$ cat config.mk
export PLATFORM = sky130hd
export DESIGN_NAME = i2c_reg_access_ctrl_flat
export DESIGN_NICKNAME = d
export VERILOG_FILES = /design/src/rtl/i2c_reg_access_ctrl_pkg.sv /design/src/rtl/i2c_reg_access_ctrl_if.sv /design/src/rtl/i2c_reg_access_ctrl_regfile.sv /design/src/rtl/i2c_reg_access_ctrl.sv /design/src/flat_wrapper.sv
export SDC_FILE = /design/constraint.sdc
export NUM_CORES = 1
export LEC_CHECK = 0
export BUFFER_PORTS_ARGS = -buffer_cell sky130_fd_sc_hd__buf_2
export CORE_MARGIN = 3
export CORE_UTILIZATION = 45
export CTS_CLUSTER_SIZE = 30
export DETAILED_ROUTE_END_ITERATION = 10
export HOLD_SLACK_MARGIN = 0.05
export SYNTH_ARGS = -nofsm -noshare
export SYNTH_HDL_FRONTEND = slang
export SYNTH_SLANG_ARGS = --single-unit
$ cat constraint.sdc
create_clock -name clk -period 2.05 [get_ports clk]
set_clock_uncertainty 0.2 [all_clocks]
set_input_delay 0 -clock clk [delete_from_list [all_inputs] [get_ports clk]]
set_output_delay 0 -clock clk [all_outputs]
set_load 0.01 [all_outputs]
$ cat src/rtl/i2c_reg_access_ctrl_pkg.sv
// Shared types and constants for the I2C register access controller.
package i2c_reg_pkg;

    localparam int NREG_DEF = 16;
    localparam int AW_DEF   = 4;

    // Byte returned when the master reads outside a read transfer.
    localparam logic [7:0] IDLE_FILL = 8'hFF;

    typedef enum logic [1:0] {
        IDLE,
        WAIT_PTR,
        WRITE,
        READ
    } state_e;

endpackage

$ cat src/rtl/i2c_reg_access_ctrl_if.sv
// Byte-event bus from the I2C slave core plus the sensor write port.
interface i2c_reg_access_ctrl_if #(
    parameter int AW = 4
);
    logic          i2c_start;
    logic          i2c_stop;
    logic          i2c_addr_match;
    logic          i2c_rw;
    logic          i2c_rx_valid;
    logic [7:0]    i2c_rx_data;
    logic          i2c_tx_req;
    logic [7:0]    i2c_tx_data;
    logic          i2c_tx_valid;
    logic          sns_req;
    logic [AW-1:0] sns_addr;
    logic [7:0]    sns_wdata;
    logic          sns_ack;
    logic          busy;

    // Controller side.
    modport slave (
        input  i2c_start, i2c_stop, i2c_addr_match, i2c_rw,
        input  i2c_rx_valid, i2c_rx_data, i2c_tx_req,
        input  sns_req, sns_addr, sns_wdata,
        output i2c_tx_data, i2c_tx_valid, sns_ack, busy
    );

    // Slave core / sensor side driving the controller.
    modport master (
        output i2c_start, i2c_stop, i2c_addr_match, i2c_rw,
        output i2c_rx_valid, i2c_rx_data, i2c_tx_req,
        output sns_req, sns_addr, sns_wdata,
        input  i2c_tx_data, i2c_tx_valid, sns_ack, busy
    );

endinterface

$ cat src/rtl/i2c_reg_access_ctrl_regfile.sv
// NREG x 8 register storage: one write port (arbitrated upstream), one async read port.
module sensor_regfile #(
    parameter int NREG = 16,
    parameter int AW   = 4
) (
    input  logic          clk,
    input  logic          rst_n,
    input  logic          we_i,
    input  logic [AW-1:0] waddr_i,
    input  logic [7:0]    wdata_i,
    input  logic [AW-1:0] raddr_i,
    output logic [7:0]    rdata_o
);
    logic [NREG-1:0][7:0] mem_q;

    // Storage update; reset clears every register.
    always_ff @(posedge clk or negedge rst_n) begin
        if (!rst_n) begin
            mem_q <= '0;
        end else if (we_i) begin
            mem_q[waddr_i] <= wdata_i;
        end
    end

    assign rdata_o = mem_q[raddr_i];

endmodule

$ cat src/rtl/i2c_reg_access_ctrl.sv
// Register-pointer protocol FSM for an I2C slave, with auto-increment and
// arbitration of the shared register file against the sensor write port.
module i2c_reg_access_ctrl
    import i2c_reg_pkg::*;
#(
    parameter int              NREG         = NREG_DEF,
    parameter int              AW           = AW_DEF,
    parameter logic [NREG-1:0] RO_MASK      = NREG'(16'h000F),
    parameter bit              LOCK_ON_READ = 1'b1
) (
    input logic              clk,
    input logic              rst_n,
    i2c_reg_access_ctrl_if.slave bus
);
    state_e        state_q, state_d;
    logic [AW-1:0] ptr_q, ptr_d;
    logic [7:0]    tx_data_q, tx_data_d;
    logic          tx_valid_q, tx_valid_d;
    logic          sns_ack_q;
    logic          i2c_we, tx_from_reg, sns_grant;
    logic          rf_we;
    logic [AW-1:0] rf_waddr;
    logic [7:0]    rf_wdata, rf_rdata;

    // State, pointer and transmit registers.
    always_ff @(posedge clk or negedge rst_n) begin
        if (!rst_n) begin
            state_q    <= IDLE;
            ptr_q      <= '0;
            tx_data_q  <= 8'h00;
            tx_valid_q <= 1'b0;
            sns_ack_q  <= 1'b0;
        end else begin
            state_q    <= state_d;
            ptr_q      <= ptr_d;
            tx_data_q  <= tx_data_d;
            tx_valid_q <= tx_valid_d;
            sns_ack_q  <= sns_grant;
        end
    end

    // Next state / pointer: stop > start > addr_match > byte events.
    always_comb begin
        state_d     = state_q;
        ptr_d       = ptr_q;
        i2c_we      = 1'b0;
        tx_from_reg = 1'b0;
        if (bus.i2c_stop || bus.i2c_start) begin
            state_d = IDLE;
        end else if (bus.i2c_addr_match) begin
            // Also reached from non-IDLE states: acts as an implicit restart.
            state_d = bus.i2c_rw ? READ : WAIT_PTR;
        end else begin
            case (state_q)
                WAIT_PTR: if (bus.i2c_rx_valid) begin
                    ptr_d   = bus.i2c_rx_data[AW-1:0];
                    state_d = WRITE;
                end
                WRITE: if (bus.i2c_rx_valid) begin
                    // Read-only registers drop the byte but still advance.
                    i2c_we = ~RO_MASK[ptr_q];
                    ptr_d  = ptr_q + 1'b1;
                end
                READ: if (bus.i2c_tx_req) begin
                    tx_from_reg = 1'b1;
                    ptr_d       = ptr_q + 1'b1;
                end
                default: ;
            endcase
        end
    end

    // Every tx_req is answered next cycle so the slave core never stalls.
    always_comb begin
        tx_data_d  = tx_data_q;
        tx_valid_d = 1'b0;
        if (bus.i2c_tx_req) begin
            tx_valid_d = 1'b1;
            tx_data_d  = tx_from_reg ? rf_rdata : IDLE_FILL;
        end
    end

    // Register-file write mux: I2C wins, sensor waits; reads can lock the sensor out.
    always_comb begin
        sns_grant = bus.sns_req && !sns_ack_q && !i2c_we &&
                    !(LOCK_ON_READ && (state_q == READ));
        rf_we     = i2c_we || sns_grant;
        rf_waddr  = i2c_we ? ptr_q : bus.sns_addr;
        rf_wdata  = i2c_we ? bus.i2c_rx_data : bus.sns_wdata;
    end

    sensor_regfile #(.NREG(NREG), .AW(AW)) u_regfile (
        .clk     (clk),
        .rst_n   (rst_n),
        .we_i    (rf_we),
        .waddr_i (rf_waddr),
        .wdata_i (rf_wdata),
        .raddr_i (ptr_q),
        .rdata_o (rf_rdata)
    );

    assign bus.i2c_tx_data  = tx_data_q;
    assign bus.i2c_tx_valid = tx_valid_q;
    assign bus.sns_ack      = sns_ack_q;
    assign bus.busy         = (state_q != IDLE);

endmodule

$ cat src/flat_wrapper.sv
// flat-port wrapper written by rule: the top's interface ports become plain ports
module i2c_reg_access_ctrl_flat import i2c_reg_pkg::*;
#(
    parameter int              NREG         = NREG_DEF,
    parameter int              AW           = AW_DEF,
    parameter logic [NREG-1:0] RO_MASK      = NREG'(16'h000F),
    parameter bit              LOCK_ON_READ = 1'b1
)
  (clk, rst_n, bus_i2c_start, bus_i2c_stop, bus_i2c_addr_match, bus_i2c_rw, bus_i2c_rx_valid, bus_i2c_rx_data, bus_i2c_tx_req, bus_sns_req, bus_sns_addr, bus_sns_wdata, bus_i2c_tx_data, bus_i2c_tx_valid, bus_sns_ack, bus_busy);
  i2c_reg_access_ctrl_if #(.AW(AW)) bus_i ();
  input logic clk;
  input logic rst_n;
  input wire logic [$bits(bus_i.i2c_start)-1:0] bus_i2c_start;
  input wire logic [$bits(bus_i.i2c_stop)-1:0] bus_i2c_stop;
  input wire logic [$bits(bus_i.i2c_addr_match)-1:0] bus_i2c_addr_match;
  input wire logic [$bits(bus_i.i2c_rw)-1:0] bus_i2c_rw;
  input wire logic [$bits(bus_i.i2c_rx_valid)-1:0] bus_i2c_rx_valid;
  input wire logic [$bits(bus_i.i2c_rx_data)-1:0] bus_i2c_rx_data;
  input wire logic [$bits(bus_i.i2c_tx_req)-1:0] bus_i2c_tx_req;
  input wire logic [$bits(bus_i.sns_req)-1:0] bus_sns_req;
  input wire logic [$bits(bus_i.sns_addr)-1:0] bus_sns_addr;
  input wire logic [$bits(bus_i.sns_wdata)-1:0] bus_sns_wdata;
  output wire logic [$bits(bus_i.i2c_tx_data)-1:0] bus_i2c_tx_data;
  output wire logic [$bits(bus_i.i2c_tx_valid)-1:0] bus_i2c_tx_valid;
  output wire logic [$bits(bus_i.sns_ack)-1:0] bus_sns_ack;
  output wire logic [$bits(bus_i.busy)-1:0] bus_busy;
  assign bus_i.i2c_start = bus_i2c_start;
  assign bus_i.i2c_stop = bus_i2c_stop;
  assign bus_i.i2c_addr_match = bus_i2c_addr_match;
  assign bus_i.i2c_rw = bus_i2c_rw;
  assign bus_i.i2c_rx_valid = bus_i2c_rx_valid;
  assign bus_i.i2c_rx_data = bus_i2c_rx_data;
  assign bus_i.i2c_tx_req = bus_i2c_tx_req;
  assign bus_i.sns_req = bus_sns_req;
  assign bus_i.sns_addr = bus_sns_addr;
  assign bus_i.sns_wdata = bus_sns_wdata;
  assign bus_i2c_tx_data = bus_i.i2c_tx_data;
  assign bus_i2c_tx_valid = bus_i.i2c_tx_valid;
  assign bus_sns_ack = bus_i.sns_ack;
  assign bus_busy = bus_i.busy;
  i2c_reg_access_ctrl #(.NREG(NREG), .AW(AW), .RO_MASK(RO_MASK), .LOCK_ON_READ(LOCK_ON_READ)) u_core (.clk(clk), .rst_n(rst_n), .bus(bus_i));
endmodule
Word level (Yosys, flattened, before mapping) --
Memory sizes are Yosys's and may differ from the RTL's. Cells that the tools add are included.
Storage, ports and cells: register bits 144, bits in read-only memories 16, output and inout port bits 11, logic and storage cells 76, memories kept 1
Cells by class: $add $sub $neg 1, order comparisons 3, equality and inequality tests 6, multiplexer cells 26, bitwise gates (word level) 3, reduce and logical (&&, ||, !) cells 15
Memory list:
- (name not given) | words 16, width 1, read ports 1, clocked after memory_dff 0, wr ports 0, RTL line i2c_reg_access_ctrl.sv:61 | i2c_we = ~RO_MASK[ptr_q];
Operators by type and width (count):
- bitwise mux 128 bit | 1
- binary-select mux 8 bit (select 4 bit) | 1
- demux 8 bit (select 4 bit) | 1
- 2-to-1 mux 8 bit | 4
- 2-to-1 mux 4 bit | 4
- one-hot mux 4 bit (3 select lines) | 1
- < comparator 4 x 5 -> 1 bit, second input constant | 2
- 2-to-1 mux 2 bit | 5
- 2-to-1 mux 1 bit | 9
- nonzero test 3 bit | 3
- inequality test 2 bit, second input constant | 3
- AND reduction 6 bit | 1
- adder 4 x 1 -> 4 bit, second input constant | 1
- equality test 2 bit, second input constant | 2
- greater-or-equal comparator 4 x 1 -> 1 bit, second input constant | 1
- logical AND 1 bit | 4
- logical NOT 1 bit | 3
- NOT 1 bit | 3
- equality test 2 x 1 -> 1 bit, second input constant | 1
- logical OR 1 bit | 2
- AND reduction 2 bit | 1
- nonzero test 2 bit | 1

Depth between registers and ports, before layout --
Gate-level depths: netlist (run 1).
word-level depth 13, mapped depth 8, mapped depth without buffers 5

Hierarchy --
A second synthesis (run 1) with hierarchy kept.
Unflattened totals: cells, all modules 441, area, all modules 6829.0 µm²
By module, submodules not included:
- sensor_regfile | instances 1, cells an instance 365, area each 5915.7 µm², seq. area each 3203.1 µm²
- i2c_reg_access_ctrl | instances 1, cells an instance 76, area each 913.4 µm², seq. area each 400.4 µm²

Least setup slack after synthesis (run 1) --
OpenSTA, ideal clock, no wires.
path type register to register, start reg u_core.ptr_q[2], end reg u_core.u_regfile.mem_q[100] (netlist bit), arrival time 1.827 ns, required time 1.725 ns, setup slack -0.102 ns, stages on the path, launching flop included 8, path buffers 3, clock period less this slack 2.152 ns, cell sequence dfrtp_1 buf_4 o2111ai_2 buf_4 buf_4 nand2_1 o21ai_2 mux2_2
On the way: cells in the longest elaborated chain, start to end 13
Ends and longest elaborated chain:
- start, declared | RTL line i2c_reg_access_ctrl.sv:16 | logic [AW-1:0] ptr_q, ptr_d;
- start signal, assigned | RTL line i2c_reg_access_ctrl.sv:35 | ptr_q <= ptr_d;
- memory read (16 x 1 bit)
- 2-to-1 mux 1 bit (not written as such) | RTL line i2c_reg_access_ctrl.sv:61
- NOT 1 bit | RTL line i2c_reg_access_ctrl.sv:61
- 2-to-1 mux 1 bit | RTL line i2c_reg_access_ctrl.sv:59 | WRITE: if (bus.i2c_rx_valid) begin
- 2-to-1 mux 1 bit | RTL line i2c_reg_access_ctrl.sv:54 | case (state_q)
- 2-to-1 mux 1 bit | RTL line i2c_reg_access_ctrl.sv:50 | end else if (bus.i2c_addr_match) begin
- 2-to-1 mux 1 bit | RTL line i2c_reg_access_ctrl.sv:48 | if (bus.i2c_stop || bus.i2c_start) begin
- 2-to-1 mux 4 bit | RTL line i2c_reg_access_ctrl.sv:88 | rf_waddr = i2c_we ? ptr_q : bus.sns_addr;
- < comparator 4 x 5 -> 1 bit (not written as such) / greater-or-equal comparator 4 x 1 -> 1 bit (equally long branches) | RTL line i2c_reg_access_ctrl_regfile.sv:21 | mem_q[waddr_i] <= wdata_i;
- logical AND 1 bit (not written as such) | RTL line i2c_reg_access_ctrl_regfile.sv:21
- 2-to-1 mux 8 bit (not written as such) | RTL line i2c_reg_access_ctrl_regfile.sv:21
- demux 8 bit (select 4 bit) | RTL line i2c_reg_access_ctrl_regfile.sv:21
- bitwise mux 128 bit | RTL line i2c_reg_access_ctrl_regfile.sv:21
- end signal, assigned by index | RTL line i2c_reg_access_ctrl_regfile.sv:21
- end, declared | RTL line i2c_reg_access_ctrl_regfile.sv:14 | logic [NREG-1:0][7:0] mem_q;
Parallel ways exist; a longest one is shown, timed or not. The select of a mux whose other input is x is not followed. A chain may end at the register's enable or synchronous reset.

Worst setup path after layout (run 1) --
start reg u_core.state_q[0], end reg u_core.u_regfile.mem_q[105] (netlist bit)
On the way: cells in the longest elaborated chain, start to end 10
Ends and longest elaborated chain:
- start, declared | RTL line i2c_reg_access_ctrl.sv:15 | state_e state_q, state_d;
- start signal, assigned | RTL line i2c_reg_access_ctrl.sv:34 | state_q <= state_d;
- equality test 2 bit | RTL line i2c_reg_access_ctrl.sv:54
- 2-to-1 mux 1 bit | RTL line i2c_reg_access_ctrl.sv:54
- 2-to-1 mux 1 bit | RTL line i2c_reg_access_ctrl.sv:50
- 2-to-1 mux 1 bit | RTL line i2c_reg_access_ctrl.sv:48
- 2-to-1 mux 4 bit | RTL line i2c_reg_access_ctrl.sv:88
- < comparator 4 x 5 -> 1 bit (not written as such) / greater-or-equal comparator 4 x 1 -> 1 bit (equally long branches) | RTL line i2c_reg_access_ctrl_regfile.sv:21
- logical AND 1 bit (not written as such) | RTL line i2c_reg_access_ctrl_regfile.sv:21
- 2-to-1 mux 8 bit (not written as such) | RTL line i2c_reg_access_ctrl_regfile.sv:21
- demux 8 bit (select 4 bit) | RTL line i2c_reg_access_ctrl_regfile.sv:21
- bitwise mux 128 bit | RTL line i2c_reg_access_ctrl_regfile.sv:21
Parallel ways exist; a longest one is shown, timed or not.

==> summary.txt, run 1 <==
Detailed routing
  • DRT iter0 DRCs: 379
  • Residual DRC count: 0
  • Vias per cell: 5.80
  • Pre-antenna DRT Iters: 5
  • Drt total wl: 19,600 um
  • Routed Antenna Nets: 0
  • Routed via count: 5,060
  • Wirelength per Cell: 22.4 um

Synth
  • Post-synth EDFFs: 0
  • Synthesis Warnings: 0
  • Post-synth top flop: dfrtp_1
  • Register area share after synthesis: 51.5%
  • Cells after Synth: 541
  • FFs w/ async S/R, synth: 100%
  • Netlist cell types: 49
  • FF+latch count, synth: 144
  • Avg Cell Area, Syn: 12.9 sq um
  • Synth Cell Area: 7000 sq um
  • Post-synth net total: 571

Worst hold path
  • Hold Path Class: in2reg

Floorplanning
  • Core area: 14,900 sq um
  • Die span in y: 131 um
  • DIE AREA: 17,100 sq um
  • Rows: 44
  • IO Pins: 40
  • Die Width: 131 um
  • Starting Density: 47.1%

Power
  • Leakage: 4.36 nW
  • Peak VDD IR: 0.000660 V
  • Tot Pwr: 9.56 mW
  • PD cells: 996 nW/um^2

Clock network
  • Clock sinks: 144
  • Clock transition at the registers of the reported paths: 0.06 ns
  • Htree depth: 4
  • Clk Latency, worst-skew pair: 0.42 ns
  • CTS tree: done
  • TritonCTS Buffers: 17
  • CTS Buffer Depth: 2
  • CTS root buf: clkbuf_16

STA
  • Final hold viol count: 0
  • Worst Max-Slew Pin Slew: 0.462 ns
  • Max_slew headroom: 69.2%
  • Slew Viols, Final: 0
  • Setup TNS: -7.55 ns
  • Final period util: 106%
  • Final worst slack: -0.115 ns
  • Setup violators final: 110
  • Fmax: 462 MHz
  • Unrepaired setup endpoints after global routing: true
  • Fin crit period: 2.17 ns

Run status
  • Failing checks: setup timing
  • Status: finished, violations left

GRT
  • M3 GR Usage: 5.98%
  • Global-route met1 utilization: 33.0%
  • Initial antenna violation count: 0
  • GRT overflow: 0
  • First-pass GRT wire length: 30,000 um
  • GRT Max-Usage Layer: met2
  • Vias in the first global route: 5,200
  • GRT Util Overall: 23.8%
  • Routing usage on met2: 37.1%
  • Largest net degree at the start of global routing: 44

Layout
  • Core Util, Final: 64.6%
  • Finished Cell Area: 9600 sq um
  • Layout Nets: 707
  • Ant. Diodes: 0
  • Share of layout cells above drive strength 1: 51.6%
  • # fillers: 1,088
  • Area Overhead vs Synth: 37.3%
  • Non-filler instance count after layout: 872

Placed design
  • Final HPWL from detailed placement: 12,400 um
  • DP Cell Count: 795
  • PortBufs: 39
  • DP Area: 8040 sq um
  • Routability cong.: 0.855

Worst setup path
  • CP Capture Type: flop
  • Crit path kind: reg2reg
  • Worst setup SP type: flop
  • Max FO, Critical Path: 8
  • CP required: 2.15 ns
  • WP data arrival: 2.27 ns

Job
  • Max_cap viols: 0
-- cell usage in the layout, fill, tap and decap left out, types with 4 or more instances in the layout --
| cell | count |
|---|---|
| nand2_1 | 78 |
| dfrtp_2 | 5 |
| buf_12 | 22 |
| dfrtp_1 | 139 |
| buf_6 | 15 |
| mux2_4 | 59 |
| o21ai_0 | 12 |
| mux2i_4 | 4 |
| buf_2 | 39 |
| o21ai_2 | 9 |
| nand3_1 | 5 |
| nand4_1 | 5 |
| a31oi_1 | 7 |
| o22ai_1 | 8 |
| o21ai_1 | 5 |
| nor2_1 | 8 |
| nand2_2 | 7 |
| mux2i_1 | 6 |
| clkbuf_16 | 18 |
| buf_4 | 49 |
| a21oi_1 | 8 |
| dlygate4sd3_1 | 30 |
| mux2_2 | 45 |
| nand2_4 | 6 |
| mux4_2 | 32 |
-- Yosys cell counts, types with 2 or more instances --
library cell,number,area (sq um)
dfrtp_1,144,3600
mux2_2,96,1080
nand2_1,91,342
mux4_2,32,721
clkbuf_1,19,71.3
o21ai_0,18,90.1
buf_2,15,75.1
mux2i_1,11,110
nor2_1,11,41.3
a21oi_1,9,45.0
mux2_1,8,90.1
o22ai_1,8,50.1
a31oi_1,7,43.8
o21ai_1,7,35.0
nand3_1,5,25.0
nand4_1,5,31.3
nor3_1,5,25.0
buf_4,3,22.5
inv_1,3,11.3
nand2b_1,3,18.8
a211oi_1,2,15.0
a32oi_4,2,55.1
and2_1,2,12.5
and3_1,2,12.5
buf_1,2,7.51
buf_6,2,22.5
nand3b_1,2,15.0
nor2b_1,2,12.5
o21ai_2,2,17.5
o31a_1,2,17.5
o32ai_4,2,55.1
or2_2,2,12.5
-- power by group --
group	leakage [nW]	total, mW	internal (mW)	switching (mW)
registers	1.77	3.85	3.46	0.383
logic	2.30	2.69	1.54	1.15
clock network	0.280	3.02	1.84	1.18
total	4.36	9.56	6.85	2.72
-- cell type report --
cell class | instances | area, sq um | area share (%)
repair buffers | 157 | 1510 | 15.8
multi-input cells | 354 | 3670 | 38.2
inverters | 3 | 11.3 | 0.117
well taps | 184 | 230 | 2.40
flip-flops and latches | 144 | 3610 | 37.6
clock buffers | 21 | 460 | 4.79
clock inverters | 9 | 109 | 1.13
-- per-layer routing --
layer | vias up | wire length (um)
met2 | 161 | 9470
met5 | - | 0
met3 | 27 | 1110
met1 | 2631 | 8640
li1 | 2241 | -
met4 | 0 | 346
-- state kept, by name (all words and copies together), names as in the netlist --
name and flops:
u_core.bus.sns_ack 1, u_core.bus.i2c_tx_data 8, u_core.ptr_q 4, u_core.u_regfile.mem_q 128
u_core.bus.i2c_tx_valid 1, u_core.state_q 2
-- timing repair --
item                                    4_1_cts  5_1_grt
hold endpoints to repair                    288        0
setup buffers                                 6        8
endpoints found under the setup margin      117      136
gates resized for setup                      78       62
hold buffers                                 30        0
pin swaps                                     7       19
cloned                                        1        2
-- critical path: stages (launching register included) --
cell and delay [ns]:
dfrtp_2 0.45, nor2b_4 0.16, o2111a_4 0.29, buf_12 0.13, buf_8 0.10, nand4_1 0.09
o31a_1 0.15, buf_12 0.16, mux2_4 0.29
-- cells by family after synthesis --
logic type	count (synthesis)	share of synthesized area (%)
muxes	147	28.6
buffers and inverters	44	3.00
DFF	144	51.5
adders and majority gates	1	0.179
and+or+nand+nor	138	9.25
AOI/OAI and AO/OA	67	7.44
-- worst paths after layout --
check | startpoint | endpoint | slack, ns | cells after the start
min in group asynchronous | rst_n | u_core.u_regfile.mem_q[87] | 0.41 | 3
max | u_core.state_q[0] | u_core.u_regfile.mem_q[105] | -0.12 | 8
min reg2reg | u_core.u_regfile.mem_q[3] | u_core.u_regfile.mem_q[3] | 0.28 | 2
min | bus_i2c_stop | u_core.state_q[1] | 0.16 | 3
max in group asynchronous | rst_n | u_core.u_regfile.mem_q[31] | 0.57 | 4
max reg2reg | u_core.state_q[0] | u_core.u_regfile.mem_q[105] | -0.12 | 8
-- per-stage QoR --
stage | worst slack, ns | hold slack (ns)
detailed placement | -0.182 | -0.237
CTS | -0.101 | 0.142
finish | -0.115 | 0.162
global placement | -0.148 | -0.241
global route | -0.147 | 0.158
floorplan | -0.0301 | -0.496
Note: power is estimated with default switching activity, not from simulation.
==> inputs of run 2 (changes only) <==
--- a/config.mk
+++ b/config.mk
@@ -6,11 +6,15 @@
 export NUM_CORES = 1
 export LEC_CHECK = 0
 export BUFFER_PORTS_ARGS = -buffer_cell sky130_fd_sc_hd__buf_2
+export CELL_PAD_IN_SITES_DETAIL_PLACEMENT = 0
+export CELL_PAD_IN_SITES_GLOBAL_PLACEMENT = 1
+export CORE_ASPECT_RATIO = 1.5
 export CORE_MARGIN = 3
 export CORE_UTILIZATION = 45
 export CTS_CLUSTER_SIZE = 30
 export DETAILED_ROUTE_END_ITERATION = 10
 export HOLD_SLACK_MARGIN = 0.05
+export PLACE_DENSITY_LB_ADDON = 0.1
 export SYNTH_ARGS = -nofsm -noshare
 export SYNTH_HDL_FRONTEND = slang
 export SYNTH_SLANG_ARGS = --single-unit
==> run 2 against run 1 <==
  * The run still ends with setup timing left
  * Count of clock-buffer cells in the layout down 3
  * Cell count down 0.11%
  * Setup slack better by 0.018 ns
  * Hold slack worse by 0.057 ns
  * Critical path type unchanged
  * Highest routed layer unchanged
==> summary.txt, run 2 (synthesis results as in run 1) <==
Layout
  • Layout Nets: 689
  • Commonest cells after routing, fill and taps aside: dfrtp_1, nand2_1, mux2_2
  • Area Overhead vs Synth: 32.2%
  • Share of layout cells above drive strength 1: 46.7%
  • Reg area: 3610 sq um
  • Core Util, Final: 61.1%
  • Max FFs per register: 128
  • Biggest register: u_core.u_regfile.mem_q
  • # fillers: 1,196
  • Ant. Diodes: 0
  • Area of the multi-input gates: 3440 sq um
  • Most common cell after layout, fill and taps aside: dfrtp_1
  • Non-filler instance count after layout: 871

Worst setup path
  • RR Endpoint: u_core.u_regfile.mem_q[46]
  • Worst r2r src: u_core.ptr_q[3]
  • Max FO, Critical Path: 8
  • Top delay family on crit path: compound AO/OA/AOI/OAI gates
  • WP depth: 6
  • Crit path kind: reg2reg
  • CP Capture Type: flop
  • CP max stage cell: dfrtp_2
  • CP startpoint: u_core.ptr_q[3]
  • WP buf/inv: 2
  • Critical Path, Cell by Cell: o2111ai_4 -> nand4b_4 -> buf_4 -> o32ai_4 -> buf_12 -> mux2_4
  • Worst setup SP type: flop
  • Crit path largest cell delay: 0.46 ns
  • WP data arrival: 2.24 ns
  • CP required: 2.14 ns
  • Flop-to-flop setup slack: -0.1 ns
  • R2R depth: 6
  • Worst setup endpoint: u_core.u_regfile.mem_q[46]

Run status
  • Failing checks: setup timing
  • Status: finished, violations left

Detailed routing
  • Routed Antenna Nets: 0
  • DRT iter0 DRCs: 234
  • Pre-antenna DRT Iters: 4
  • Wirelength per Cell: 20.9 um
  • Residual DRC count: 0
  • Routed via count: 4,861
  • Drt total wl: 18,200 um
  • Vias per cell: 5.58

STA
  • Slew Viols, Final: 0
  • Max_slew headroom: 60.8%
  • Unrepaired setup endpoints after global routing: true
  • Setup violators final: 66
  • Final period util: 105%
  • Worst Max-Slew Pin Slew: 0.588 ns
  • Fin crit period: 2.15 ns
  • Final worst slack: -0.0972 ns
  • Final hold viol count: 0
  • Fmax: 466 MHz

GRT
  • GRT overflow: 0
  • Largest net degree at the start of global routing: 59
  • Vias in the first global route: 5,229
  • First-pass GRT wire length: 28,800 um
  • Initial antenna violation count: 0
  • GRT Util Overall: 21.8%

Clock network
  • Clock sinks: 144
  • TritonCTS Buffers: 17
  • Htree depth: 4
  • Clock transition at the registers of the reported paths: 0.06 ns
  • CTS root buf: clkbuf_16
  • Clk Latency, worst-skew pair: 0.41 ns
  • CTS Buffer Depth: 2
  • CTS tree: done

Placed design
  • DP Cell Count: 793
  • Final HPWL from detailed placement: 12,000 um
  • Pre-CTS setup slack: -0.190 ns
  • PortBufs: 39
  • Routability cong.: 0.814

Floorplanning
  • Die span in y: 159 um
  • DIE AREA: 17,100 sq um
  • Die Width: 108 um
  • Core area: 15,100 sq um
  • Rows: 55
  • IO Pins: 40
  • Starting Density: 46.2%

Power
  • Tot Pwr: 9.56 mW
  • PD cells: 1030 nW/um^2
  • Peak VDD IR: 0.000472 V
  • Leakage: 4.12 nW

Job
  • Max_cap viols: 0

Worst hold path
  • Hold Path Class: in2reg
-- run 2: cell types whose count changed in the layout (fill, tap and decap cells not counted), sizes merged --
cell | previous run | this run
inv | 5 | 6
buf | 126 | 108
bufinv | 2 | 3
clkbuf | 22 | 20
dlygate4sd3 | 30 | 29
clkinvlp | 1 | 4
-- run 2: worst min-delay path, delay by kind of cell --
family	cells	cell delay (ns)
AND/OR/NAND/NOR	2	0.28
buffers and inverters	3	0.39
-- run 2: repair_timing --
action                     4_1_cts  5_1_grt
pin swaps                        9        8
setup endpoints to repair       94      126
gates resized for setup         30       27
hold endpoints to repair       287        1
setup buffers                   10        6
hold buffers                    27        3
cloned                           1        1
-- run 2: area by class of cell --
cell class,count,area share [%]
multi-input cells,354,37.2
inverters,3,0.122
flip-flops and latches,144,39.1
clock buffers,18,4.64
clock inverters,14,1.96
repair buffers,139,14.4
well taps,199,2.69
-- run 2: report_power, final --
| group | switching [mW] | internal (mW) | total, mW |
|---|---|---|---|
| combinational | 1.14 | 1.42 | 2.56 |
| clock | 1.26 | 1.93 | 3.19 |
| sequential | 0.340 | 3.46 | 3.80 |
| total | 2.74 | 6.82 | 9.56 |
-- run 2: stage by stage --
stage	hold slack, ns	setup TNS, ns	instance area [sq um]
after floorplan	-0.496	-0.768	7070
after global placement	-0.182	-6.95	7960
after detailed placement	-0.175	-8.68	7960
after CTS	0.0511	-2.12	9070
after global routing	0.125	-9.87	9250
final	0.105	-3.81	9250
-- run 2: how the worst min path moves through the flow --
stage,cells past startpoint,to,from
after floorplan,0,u_core.bus.i2c_tx_data[0],rst_n
after global placement,1,u_core.ptr_q[0],rst_n
after detailed placement,1,u_core.state_q[1],rst_n
after CTS,5,u_core.ptr_q[1],bus_i2c_rx_valid
after global routing,5,u_core.bus.sns_ack,bus_sns_req
final,5,u_core.bus.sns_ack,bus_sns_req
-- run 2: per-layer routing --
| layer | track usage [%] | vias to the layer above | part of all wire [%] |
|---|---|---|---|
| met2 | 37.7 | 86 | 53 |
| met4 | 5.40 | 0 | 1.1 |
| met1 | 28.5 | 2538 | 43 |
| met5 | 0 | - | 0 |
| li1 | - | 2219 | - |
| met3 | 3.46 | 18 | 2.3 |
